## src/rtl/mem_arbiter.sv

```systemverilog
// Two-requester arbiter for the shared CPU memory port. The grant is held for a whole
// transaction, the response is routed back to its owner, and a bus timeout aborts hung transfers.
module mem_arbiter #(
  parameter bit          RR_EN   = 1'b1,
  parameter int unsigned TIMEOUT = 1024
) (
  input  logic        clk,
  input  logic        reset,
  input  logic        m0_valid,
  output logic        m0_ready,
  input  logic [31:0] m0_addr,
  input  logic [31:0] m0_dtw,
  output logic [31:0] m0_dtr,
  input  logic        m0_rw,
  output logic        m0_err,
  input  logic        m1_valid,
  output logic        m1_ready,
  input  logic [31:0] m1_addr,
  input  logic [31:0] m1_dtw,
  output logic [31:0] m1_dtr,
  input  logic        m1_rw,
  output logic        m1_err,
  output logic        s_valid,
  input  logic        s_ready,
  output logic [31:0] s_addr,
  output logic [31:0] s_dtw,
  input  logic [31:0] s_dtr,
  output logic        s_rw,
  output logic        grant,
  output logic        busy
);

  // Handshake: a master holds valid and its request stable until it sees a one-cycle
  // ready pulse. On the slave side a transfer completes in the cycle where
  // s_valid && s_ready; s_ready in any other cycle is ignored.

  typedef enum logic {IDLE = 1'b0, BUSY = 1'b1} state_t;

  localparam bit          TO_EN    = (TIMEOUT != 0);
  localparam logic [15:0] CNT_LAST = 16'(TIMEOUT - 1);

  state_t      state_q;
  logic        grant_q;
  logic        last_grant_q;
  logic [15:0] cnt_q;

  logic in_busy;
  logic gnt_valid;
  logic done;
  logic abort;
  logic fin;
  logic winner;

  assign in_busy   = (state_q == BUSY);
  assign gnt_valid = grant_q ? m1_valid : m0_valid;
  assign done      = in_busy & gnt_valid & s_ready;
  // A late s_ready on the timeout cycle still wins over the abort.
  assign abort     = in_busy & gnt_valid & ~s_ready & TO_EN & (cnt_q == CNT_LAST);
  assign fin       = done | abort;

  // Lone requester wins; on a tie m1 wins only in round-robin mode when m0 went last.
  assign winner = m1_valid & ~(m0_valid & (~RR_EN | last_grant_q));

  assign s_valid = in_busy & gnt_valid & ~abort;
  assign s_addr  = grant_q ? m1_addr : m0_addr;
  assign s_dtw   = grant_q ? m1_dtw  : m0_dtw;
  assign s_rw    = grant_q ? m1_rw   : m0_rw;

  assign m0_ready = fin & ~grant_q;
  assign m1_ready = fin & grant_q;
  assign m0_err   = abort & ~grant_q;
  assign m1_err   = abort & grant_q;
  assign m0_dtr   = abort ? 32'h0 : s_dtr;
  assign m1_dtr   = abort ? 32'h0 : s_dtr;

  assign grant = grant_q;
  assign busy  = in_busy;

  always_ff @(posedge clk) begin
    if (reset) begin
      state_q      <= IDLE;
      grant_q      <= 1'b0;
      last_grant_q <= 1'b1;
      cnt_q        <= 16'd0;
    end else begin
      case (state_q)
        IDLE: begin
          if (m0_valid | m1_valid) begin
            grant_q <= winner;
            cnt_q   <= 16'd0;
            state_q <= BUSY;
          end
        end
        BUSY: begin
          if (fin) begin
            last_grant_q <= grant_q;
            state_q      <= IDLE;
          end else if (!gnt_valid) begin
            // Owner withdrew its request: abandon without a response or fairness update.
            state_q <= IDLE;
          end else begin
            cnt_q <= cnt_q + 16'd1;
          end
        end
        default: state_q <= IDLE;
      endcase
    end
  end

endmodule

```

## config.mk

```make
export PLATFORM = sky130hd
export DESIGN_NAME = mem_arbiter
export DESIGN_NICKNAME = d
export VERILOG_FILES = /design/src/rtl/mem_arbiter.sv
export SDC_FILE = /design/constraint.sdc
export NUM_CORES = 1
export LEC_CHECK = 0
export ABC_AREA = 1
export BUFFER_PORTS_ARGS = -buffer_cell sky130_fd_sc_hd__buf_2
export CORE_AREA = 3 3 117 119
export CTS_BUF_LIST = sky130_fd_sc_hd__clkbuf_4 sky130_fd_sc_hd__clkbuf_8
export DETAILED_ROUTE_END_ITERATION = 8
export DIE_AREA = 0 0 120 122
export PLACE_DENSITY_LB_ADDON = 0.2
export SYNTH_ARGS = -nofsm -noshare
export SYNTH_HDL_FRONTEND = slang
export SYNTH_SLANG_ARGS = --single-unit
```

## constraint.sdc

```tcl
create_clock -name clk -period 2.7 [get_ports clk]
set_clock_uncertainty 0.1 [all_clocks]
set_input_delay 0.54 -clock clk [delete_from_list [all_inputs] [get_ports clk]]
set_output_delay 0.54 -clock clk [all_outputs]
set_load 0.005 [all_outputs]
```

==> impl_metrics.tcl, run 1 <==
set metrics [dict create \
    run_status "finished clean" \
    clock_tree_from_tritoncts "done" \
    dp.final_hpwl_um 10600 \
    final_layout_size_suffix_gt1_share_pct 45.4 \
    gr-usage-all-layers_pct 15.0 \
    holdCritPathClass "flop to flop" \
    cp_data_arrival_time_ns 1.93 \
    final_cell_mix "sky130_fd_sc_hd__buf_2 (302), sky130_fd_sc_hd__nand2_1 (251), sky130_fd_sc_hd__nor2_1 (52)" \
    critPathLaunchType "flop" \
    final_cells 947 \
    vdd_ir_drop_max_v 0.000143 \
    drt_wl_total_um 12800 \
    yosysWarningCount 0 \
    synth_mux_area_share_pct 0 \
    portBuffers 302 \
    routed_via_density 4.02 \
    ctsRootBufferMaster "sky130_fd_sc_hd__clkbuf_8" \
    layout_worst_path_cycle_share_pct 95.2 \
    yosys.area_share.xor_xnor_pct 0.676 \
    endpoint_kind "primary output" \
    dr.first_iter.drc_count 192 \
    synth_compound_area_share_pct 4.58 \
    fillerInstances 1511 \
    clock_tree.buffer_depth 2 \
    worstPathMaxFanout 8 \
    critPathRequiredTime_ns 2.06 \
    grt_pass1_vias 3389 \
    clock_insertion_delay_worst_skew_ns 0.26 \
    final-max-slew-violation-count 0 \
    largest_net_degree_at_the_start_of_global_routing 67 \
    power_density_nw_per_um2 243 \
    num_vias 3803 \
    initial_antenna_violation_count 1 \
    rows 41 \
    post_synth_inst_count 513 \
    worst-setup-path-type "flop to primary output" \
    wire_per_inst_um 13.6 \
    cts_buffers 3 \
    fin_setup_tns_ns 0 \
    dpl.cell_count 938 \
    yosysTopAreaCell "sky130_fd_sc_hd__nand2_1" \
    initial_cell_density_of_the_core_pct 20.5 \
    dieArea_um2 14600 \
    post-route-drc-count 0 \
    ant_nets 0 \
    synth_top_area_share_pct 36.3 \
    fin_crit_ns 2.57 \
    die_h_um 122 \
    cts_htree_levels 1 \
    leakage_nw 2.60 \
    max_cap_viol_count 0 \
    die_x_um 120 \
    clk_pin_slew_worst_paths_ns 0.08 \
    cts.sinks 19 \
    max_clock_freq_ghz 0.389 \
    synth-simple-area-share_pct 57.2 \
    synth-seq-area-share_pct 14.7 \
    grt_overflow_total 0 \
    layout_commonest_cell "sky130_fd_sc_hd__buf_2" \
    boundaryPins 303 \
    synthesis.area_um2 2590 \
    max_slew.worst_pin.slew_ns 0.701 \
    design.core.area_um2 12700 \
    place_congestion 0.779 \
    postSynthAreaPerCell_um2 5.05 \
    dr.pass1.iters 4 \
    p_total_mw 1.02 \
    rsz0062_at_grt "false" \
    cts_hold_buf 0 \
    relSlewSlack_pct 53.1 \
    area_growth_pct 61.5 \
    grt_first_pass_wirelength_um 17700 \
    netlist-cell-type-count 25 \
    timing.hold.ws_ns 0.370 \
    synth-seq-cells 19 \
    synth_fp_nets 681 \
    nets 944 \
    setup-violations-final 0 \
    yosys.area_share.adder_pct 0.483 \
    synth_top_family_by_area "simple AND/OR/NAND/NOR gates" \
    synthTopCellsByArea "sky130_fd_sc_hd__nand2_1 (36%), sky130_fd_sc_hd__dfxtp_1 (15%), sky130_fd_sc_hd__buf_4 (10%)" \
    hold_viol_final 0 \
    n_antenna_cell 0 \
]
Yosys cell counts:
| cell type | n |
|---|---|
| sky130_fd_sc_hd__clkbuf_1 | 14 |
| sky130_fd_sc_hd__inv_2 | 3 |
| sky130_fd_sc_hd__nor2_4 | 3 |
| sky130_fd_sc_hd__o21ai_0 | 4 |
| sky130_fd_sc_hd__nor4_4 | 1 |
| sky130_fd_sc_hd__nand2_1 | 251 |
| sky130_fd_sc_hd__a21oi_1 | 18 |
| sky130_fd_sc_hd__nand3_2 | 2 |
| sky130_fd_sc_hd__ha_1 | 1 |
| sky130_fd_sc_hd__o21ai_2 | 1 |
| sky130_fd_sc_hd__clkinv_2 | 1 |
| sky130_fd_sc_hd__nor3_1 | 4 |
| sky130_fd_sc_hd__and2_1 | 2 |
| sky130_fd_sc_hd__dfxtp_1 | 19 |
| sky130_fd_sc_hd__clkinv_1 | 1 |
| sky130_fd_sc_hd__buf_1 | 3 |
| sky130_fd_sc_hd__nand4_1 | 6 |
| sky130_fd_sc_hd__buf_4 | 35 |
| sky130_fd_sc_hd__inv_1 | 50 |
| sky130_fd_sc_hd__nor2_1 | 52 |
| sky130_fd_sc_hd__nor2_2 | 11 |
| sky130_fd_sc_hd__nand3_1 | 19 |
| sky130_fd_sc_hd__buf_6 | 4 |
| sky130_fd_sc_hd__xnor2_1 | 2 |
| sky130_fd_sc_hd__nand2_2 | 6 |
registers in the layout, summed over array words and instances, names as in the netlist:
name	flops
cnt_q	16
busy	1
grant	1
last_grant_q	1
worst paths after layout:
kind / from / to / slack (ns) / cells past startpoint
min reg2reg: cnt_q[0] / cnt_q[0] / 0.37 / 1
max: cnt_q[0] / m0_dtr[24] / 0.13 / 9
max reg2reg: busy / cnt_q[13] / 0.73 / 7
min: cnt_q[0] / cnt_q[0] / 0.37 / 1
critical path, cell delays in order (launching register included):
cell and delay (ns):
sky130_fd_sc_hd__dfxtp_4 0.38, sky130_fd_sc_hd__ha_4 0.16, sky130_fd_sc_hd__nand3_4 0.09, sky130_fd_sc_hd__nor2_4 0.16, sky130_fd_sc_hd__nand2_4 0.09, sky130_fd_sc_hd__nor4_4 0.28, sky130_fd_sc_hd__buf_6 0.17, sky130_fd_sc_hd__clkbuf_16 0.16
sky130_fd_sc_hd__nor2_1 0.05, sky130_fd_sc_hd__buf_2 0.12
stage by stage:
stage                     util (%)  instance area [um2]  setup slack, ns
after floorplan                  -                 2590            0.513
after global placement        31.8                 4030            0.443
after CTS                     32.2                 4080            0.106
after global routing          33.1                 4190           0.0115
final                         33.1                 4190            0.129
after detailed placement      31.8                 4030            0.415
kinds of logic after synthesis:
family	Yosys count
flip-flops	19
adder cells (fa/ha/maj)	1
AND/OR/NAND/NOR	357
AO/OA/AOI/OAI	23
buffers and inverters	111
XOR/XNOR	2
routing by layer:
layer  part of all wire (%)  global-route usage, %  up-vias
met5                      0                      0        -
met4                   0.70                   1.57        0
met3                    9.5                   3.90        8
met2                     51                   27.2      182
met1                     39                   18.4     1595
li1                       -                      -     2018
cell type report:
| cell class | instances | area [um2] | share of cell area (%) |
|---|---|---|---|
| Timing Repair Buffer | 314 | 1670 | 39.9 |
| Multi-Input combinational cell | 383 | 1660 | 39.6 |
| Sequential cell | 19 | 389 | 9.29 |
| Tap cell | 172 | 215 | 5.14 |
| Inverter | 55 | 208 | 4.96 |
| Clock buffer | 3 | 41.3 | 0.986 |
| Clock inverter | 1 | 7.51 | 0.179 |
report_power, final:
group | leakage, nW | internal [mW] | switching (mW)
Clock | 0.0217 | 0.104 | 0.108
Combinational | 2.42 | 0.246 | 0.269
Sequential | 0.156 | 0.284 | 0.00809
Total | 2.60 | 0.634 | 0.385
what timing repair did:
item                                    4_1_cts  5_1_grt
gates resized for setup                       0       10
endpoints found under the setup margin        0       64
buffers inserted                              0        2
Power figures use the tool's default switching activity.
==> run 2: changes to the inputs <==
- CAP_MARGIN: not set -> 20
- CTS_CLUSTER_SIZE: not set -> 10
- PLACE_DENSITY_LB_ADDON: 0.2 -> not set
==> impl_metrics.tcl, run 2 (synthesis results as in run 1) <==
set metrics [dict create \
    regArea_um2 382 \
    vdd_ir_drop_max_v 0.000109 \
    routed_via_density 4.06 \
    layout_worst_path_cycle_share_pct 94.1 \
    largest_net_degree_at_the_start_of_global_routing 68 \
    postLayoutCoreUtil_pct 32.2 \
    worst_path_dominant_cell_family "simple AND/OR/NAND/NOR gates" \
    run_status "finished clean" \
    endpoint_kind "primary output" \
    fin_setup_tns_ns 0 \
    initial_cell_density_of_the_core_pct 20.5 \
    dr.first_iter.drc_count 187 \
    final_layout_size_suffix_gt1_share_pct 44.4 \
    final_cell_mix "sky130_fd_sc_hd__buf_2 (302), sky130_fd_sc_hd__nand2_1 (251), sky130_fd_sc_hd__nor2_1 (52)" \
    critPathLaunchType "flop" \
    clock_insertion_delay_worst_skew_ns 0.26 \
    dpl.cell_count 938 \
    final-max-slew-violation-count 0 \
    timing.hold.ws_ns 0.361 \
    critPathRequiredTime_ns 2.06 \
    leakage_nw 2.54 \
    post_cts_buffers 0 \
    worstPathMaxFanout 27 \
    cts_hold_buf 0 \
    postLayoutCellArea_um2 4080 \
    gr-usage-all-layers_pct 15.7 \
    max_slew.worst_pin.slew_ns 0.663 \
    die_h_um 122 \
    crit_path_cell_trace "ha_1 > nand3_2 > nor2_4 > nand2_2 > nor4_4 > buf_12 > nor2_1 > buf_2" \
    ant_nets 0 \
    setup-violations-final 0 \
    ctsRootBufferMaster "sky130_fd_sc_hd__clkbuf_8" \
    cts_buffers 3 \
    grt_overflow_total 0 \
    holdCritPathClass "flop to flop" \
    largest_reg_flops 16 \
    worst_slack_ns 0.160 \
    hold_viol_final 0 \
    drt_wl_total_um 13200 \
    relSlewSlack_pct 55.7 \
    layout_commonest_cell "sky130_fd_sc_hd__buf_2" \
    cts.sinks 19 \
    max_clock_freq_ghz 0.394 \
    dp.final_hpwl_um 11300 \
    wire_per_inst_um 14.0 \
    design.core.area_um2 12700 \
    reg2reg_setup_slack_ns 0.67 \
    clk_pin_slew_worst_paths_ns 0.07 \
    nets 939 \
    max_cap_viol_count 0 \
    area_growth_pct 57.3 \
    clock_tree.buffer_depth 2 \
    post-route-drc-count 0 \
    reg_with_most_ffs "cnt_q" \
    post-place-ws_ns 0.433 \
    rows 41 \
    multiInputGateArea_um2 1630 \
    clock_tree_from_tritoncts "done" \
    dr.pass1.iters 4 \
    grt_pass1_vias 3269 \
    fin_crit_ns 2.54 \
    worst-setup-path-type "flop to primary output" \
    p_total_mw 1.03 \
    rsz0062_at_grt "false" \
    ctsResizeCount 0 \
    critical-path-max-stage-delay_ns 0.38 \
    final_cells 943 \
    power_density_nw_per_um2 253 \
    grt_first_pass_wirelength_um 18000 \
    num_vias 3826 \
    critical_path_buf_inv_count 2 \
    post_dp_cell_area_um2 4030 \
    portBuffers 302 \
    place_congestion 0.822 \
    initial_antenna_violation_count 6 \
    slowest_stage "sky130_fd_sc_hd__dfxtp_1" \
    fillerInstances 1457 \
    cts_htree_levels 1 \
    die_x_um 120 \
    boundaryPins 303 \
    dieArea_um2 14600 \
    cp_data_arrival_time_ns 1.90 \
]
## run 2: changes by cell type in the layout (fill, tap and decap cells not counted), sizes merged
cell / before / now
buf: 312 / 309
clkbuf: 5 / 4
clkinvlp: 1 / 0
diode: 0 / 1
## run 2: worst paths after layout
check / to / cells past startpoint / startpoint
max: m1_dtr[0] / 8 / cnt_q[0]
min: last_grant_q / 2 / last_grant_q
min reg2reg: last_grant_q / 2 / last_grant_q
max reg2reg: cnt_q[4] / 7 / busy
## run 2: cell type report
cell class	instances	share of cell area [%]
Multi-Input combinational cell	383	40.0
Timing Repair Buffer	309	39.0
Sequential cell	19	9.36
Tap cell	172	5.28
Inverter	55	5.09
Clock buffer	4	1.20
Antenna cell	1	0.0614
## run 2: tightest hold or removal path, stage by stage, from the launching register on
cell and delay (ns):
sky130_fd_sc_hd__dfxtp_1 0.33, sky130_fd_sc_hd__nand2_1 0.05, sky130_fd_sc_hd__nand3_1 0.05
## run 2: power by group
| group | internal [mW] | total, mW | switching [mW] |
|---|---|---|---|
| logic | 0.245 | 0.526 | 0.282 |
| clock network | 0.115 | 0.215 | 0.100 |
| registers | 0.284 | 0.289 | 0.00502 |
| total | 0.644 | 1.03 | 0.387 |
## run 2: per-layer routing
metal / vias up / GRT usage [%] / routed length [um]
li1: 2015 / - / -
met3: 16 / 10.0 / 1870
met2: 182 / 25.6 / 6110
met5: - / 0 / 59
met1: 1603 / 18.1 / 5100
met4: 10 / 1.57 / 70
==> run 3: changes to the inputs <==
- PLACE_DENSITY: not set -> 0.59
==> impl_metrics.tcl, run 3 (synthesis results as in run 1) <==
set metrics [dict create \
    run_status "finished clean" \
    largest_net_degree_at_the_start_of_global_routing 70 \
    grt_overflow_total 0 \
    dp.final_hpwl_um 11500 \
    initial_cell_density_of_the_core_pct 20.5 \
    post-route-drc-count 0 \
    cts_htree_levels 1 \
    slowest_stage "sky130_fd_sc_hd__dfxtp_1" \
    critPathRequiredTime_ns 2.06 \
    cp_data_arrival_time_ns 1.91 \
    relSlewSlack_pct 55.4 \
    fin_crit_ns 2.55 \
    grt_pass1_vias 3445 \
    final-max-slew-violation-count 0 \
    clock_insertion_delay_worst_skew_ns 0.26 \
    cts_buffers 3 \
    num_vias 3850 \
    max_cap_viol_count 0 \
    clock_tree_from_tritoncts "done" \
    portBuffers 302 \
    crit_path_cell_trace "ha_1 > nand3_2 > nor2_4 > nand2_2 > nor4_4 > buf_12 > nor2_1 > buf_2" \
    ctsResizeCount 0 \
    dr.first_iter.drc_count 191 \
    worstPathMaxFanout 32 \
    wire_per_inst_um 14.3 \
    largest_reg_flops 16 \
    final_cell_mix "sky130_fd_sc_hd__buf_2 (302), sky130_fd_sc_hd__nand2_1 (251), sky130_fd_sc_hd__nor2_1 (52)" \
    design.core.area_um2 12700 \
    holdCritStartpoint "last_grant_q" \
    rsz0062_at_grt "false" \
    rows 41 \
    leakage_nw 2.54 \
    ctsRootBufferMaster "sky130_fd_sc_hd__clkbuf_8" \
    max_clock_freq_ghz 0.392 \
    power_density_nw_per_um2 253 \
    crit-reg2reg-launch "cnt_q[0]" \
    max_slew.worst_pin.slew_ns 0.669 \
    holdCritPathClass "flop to flop" \
    worst-setup-path-type "flop to primary output" \
    initial_antenna_violation_count 6 \
    setup-violations-final 0 \
    fin_setup_tns_ns 0 \
    area_growth_pct 56.7 \
    grt_first_pass_wirelength_um 19100 \
    timing.hold.ws_ns 0.368 \
    p_total_mw 1.03 \
    drt_wl_total_um 13500 \
    boundaryPins 303 \
    endpoint_kind "primary output" \
    vdd_ir_drop_max_v 0.000128 \
    cts.sinks 19 \
    critical-path-max-stage-delay_ns 0.37 \
    dr.pass1.iters 5 \
    cts_hold_buf 0 \
    final_layout_size_suffix_gt1_share_pct 44.4 \
    gr-usage-all-layers_pct 16.6 \
    nets 939 \
    layout_commonest_cell "sky130_fd_sc_hd__buf_2" \
    layout_worst_path_cycle_share_pct 94.4 \
    die_x_um 120 \
    routed_via_density 4.08 \
    reg_with_most_ffs "cnt_q" \
    ant_nets 0 \
    critPathLaunchType "flop" \
    post_cts_buffers 0 \
    die_h_um 122 \
    clock_tree.buffer_depth 2 \
    clk_pin_slew_worst_paths_ns 0.09 \
    place_congestion 0.784 \
    fillerInstances 1493 \
    hold_viol_final 0 \
    dieArea_um2 14600 \
    critical_path.startpoint "cnt_q[0]" \
]
run 3: cell types whose count changed in the layout (fill, tap and decap cells not counted):
cell | before | now
sky130_fd_sc_hd__buf_4 | 5 | 6
sky130_fd_sc_hd__clkinv_2 | 1 | 2
sky130_fd_sc_hd__clkbuf_4 | 1 | 0
sky130_fd_sc_hd__buf_12 | 2 | 1
run 3: report_power, final:
part	leakage, nW	switching, mW	internal, mW
registers	0.154	0.00349	0.284
logic	2.36	0.285	0.244
clock network	0.0255	0.109	0.103
run 3: final timing paths:
| check | to | slack [ns] | cells after the start |
|---|---|---|---|
| min | last_grant_q | 0.37 | 2 |
| max | m1_dtr[22] | 0.15 | 8 |
| max reg2reg | cnt_q[14] | 0.71 | 8 |
| min reg2reg | last_grant_q | 0.37 | 2 |
run 3: critical path: cells and delay by family, from the launching register on:
kind                       cells  cell delay (ns)
and+or+nand+nor                5             0.68
buffers and inverters          2             0.38
DFF                            1             0.37
adders and majority gates      1             0.21
run 3: cell type report:
| type | instances | area (um2) | share of cell area (%) |
|---|---|---|---|
| diodes | 1 | 2.50 | 0.0616 |
| clock buffers | 3 | 41.3 | 1.02 |
| clock inverters | 1 | 5.00 | 0.123 |
| inverters | 55 | 208 | 5.11 |
| multi-input cells | 383 | 1630 | 40.2 |
| flip-flops and latches | 19 | 382 | 9.39 |
| well taps | 172 | 215 | 5.30 |
| repair buffers | 309 | 1580 | 38.8 |
run 3: routing by layer:
metal | routed length, um | global-route usage [%]
met1 | 5160 | 19.8
met2 | 6120 | 26.1
met4 | 49 | 1.79
met3 | 2060 | 10.6
met5 | 72 | 0
run 3: metrics by stage:
| stage | util, % | setup slack (ns) | std cells | cell area, um2 |
|---|---|---|---|---|
| 4_1_cts | 32.0 | 0.142 | 942 | 4060 |
| 2_1_floorplan | - | 0.513 | 513 | 2590 |
| 5_1_grt | 32.0 | 0.00813 | 942 | 4060 |
| 6_report | 32.1 | 0.151 | 943 | 4060 |
| 3_5_place_dp | 31.7 | 0.438 | 938 | 4010 |
| 3_3_place_gp | 31.7 | 0.480 | 938 | 4010 |
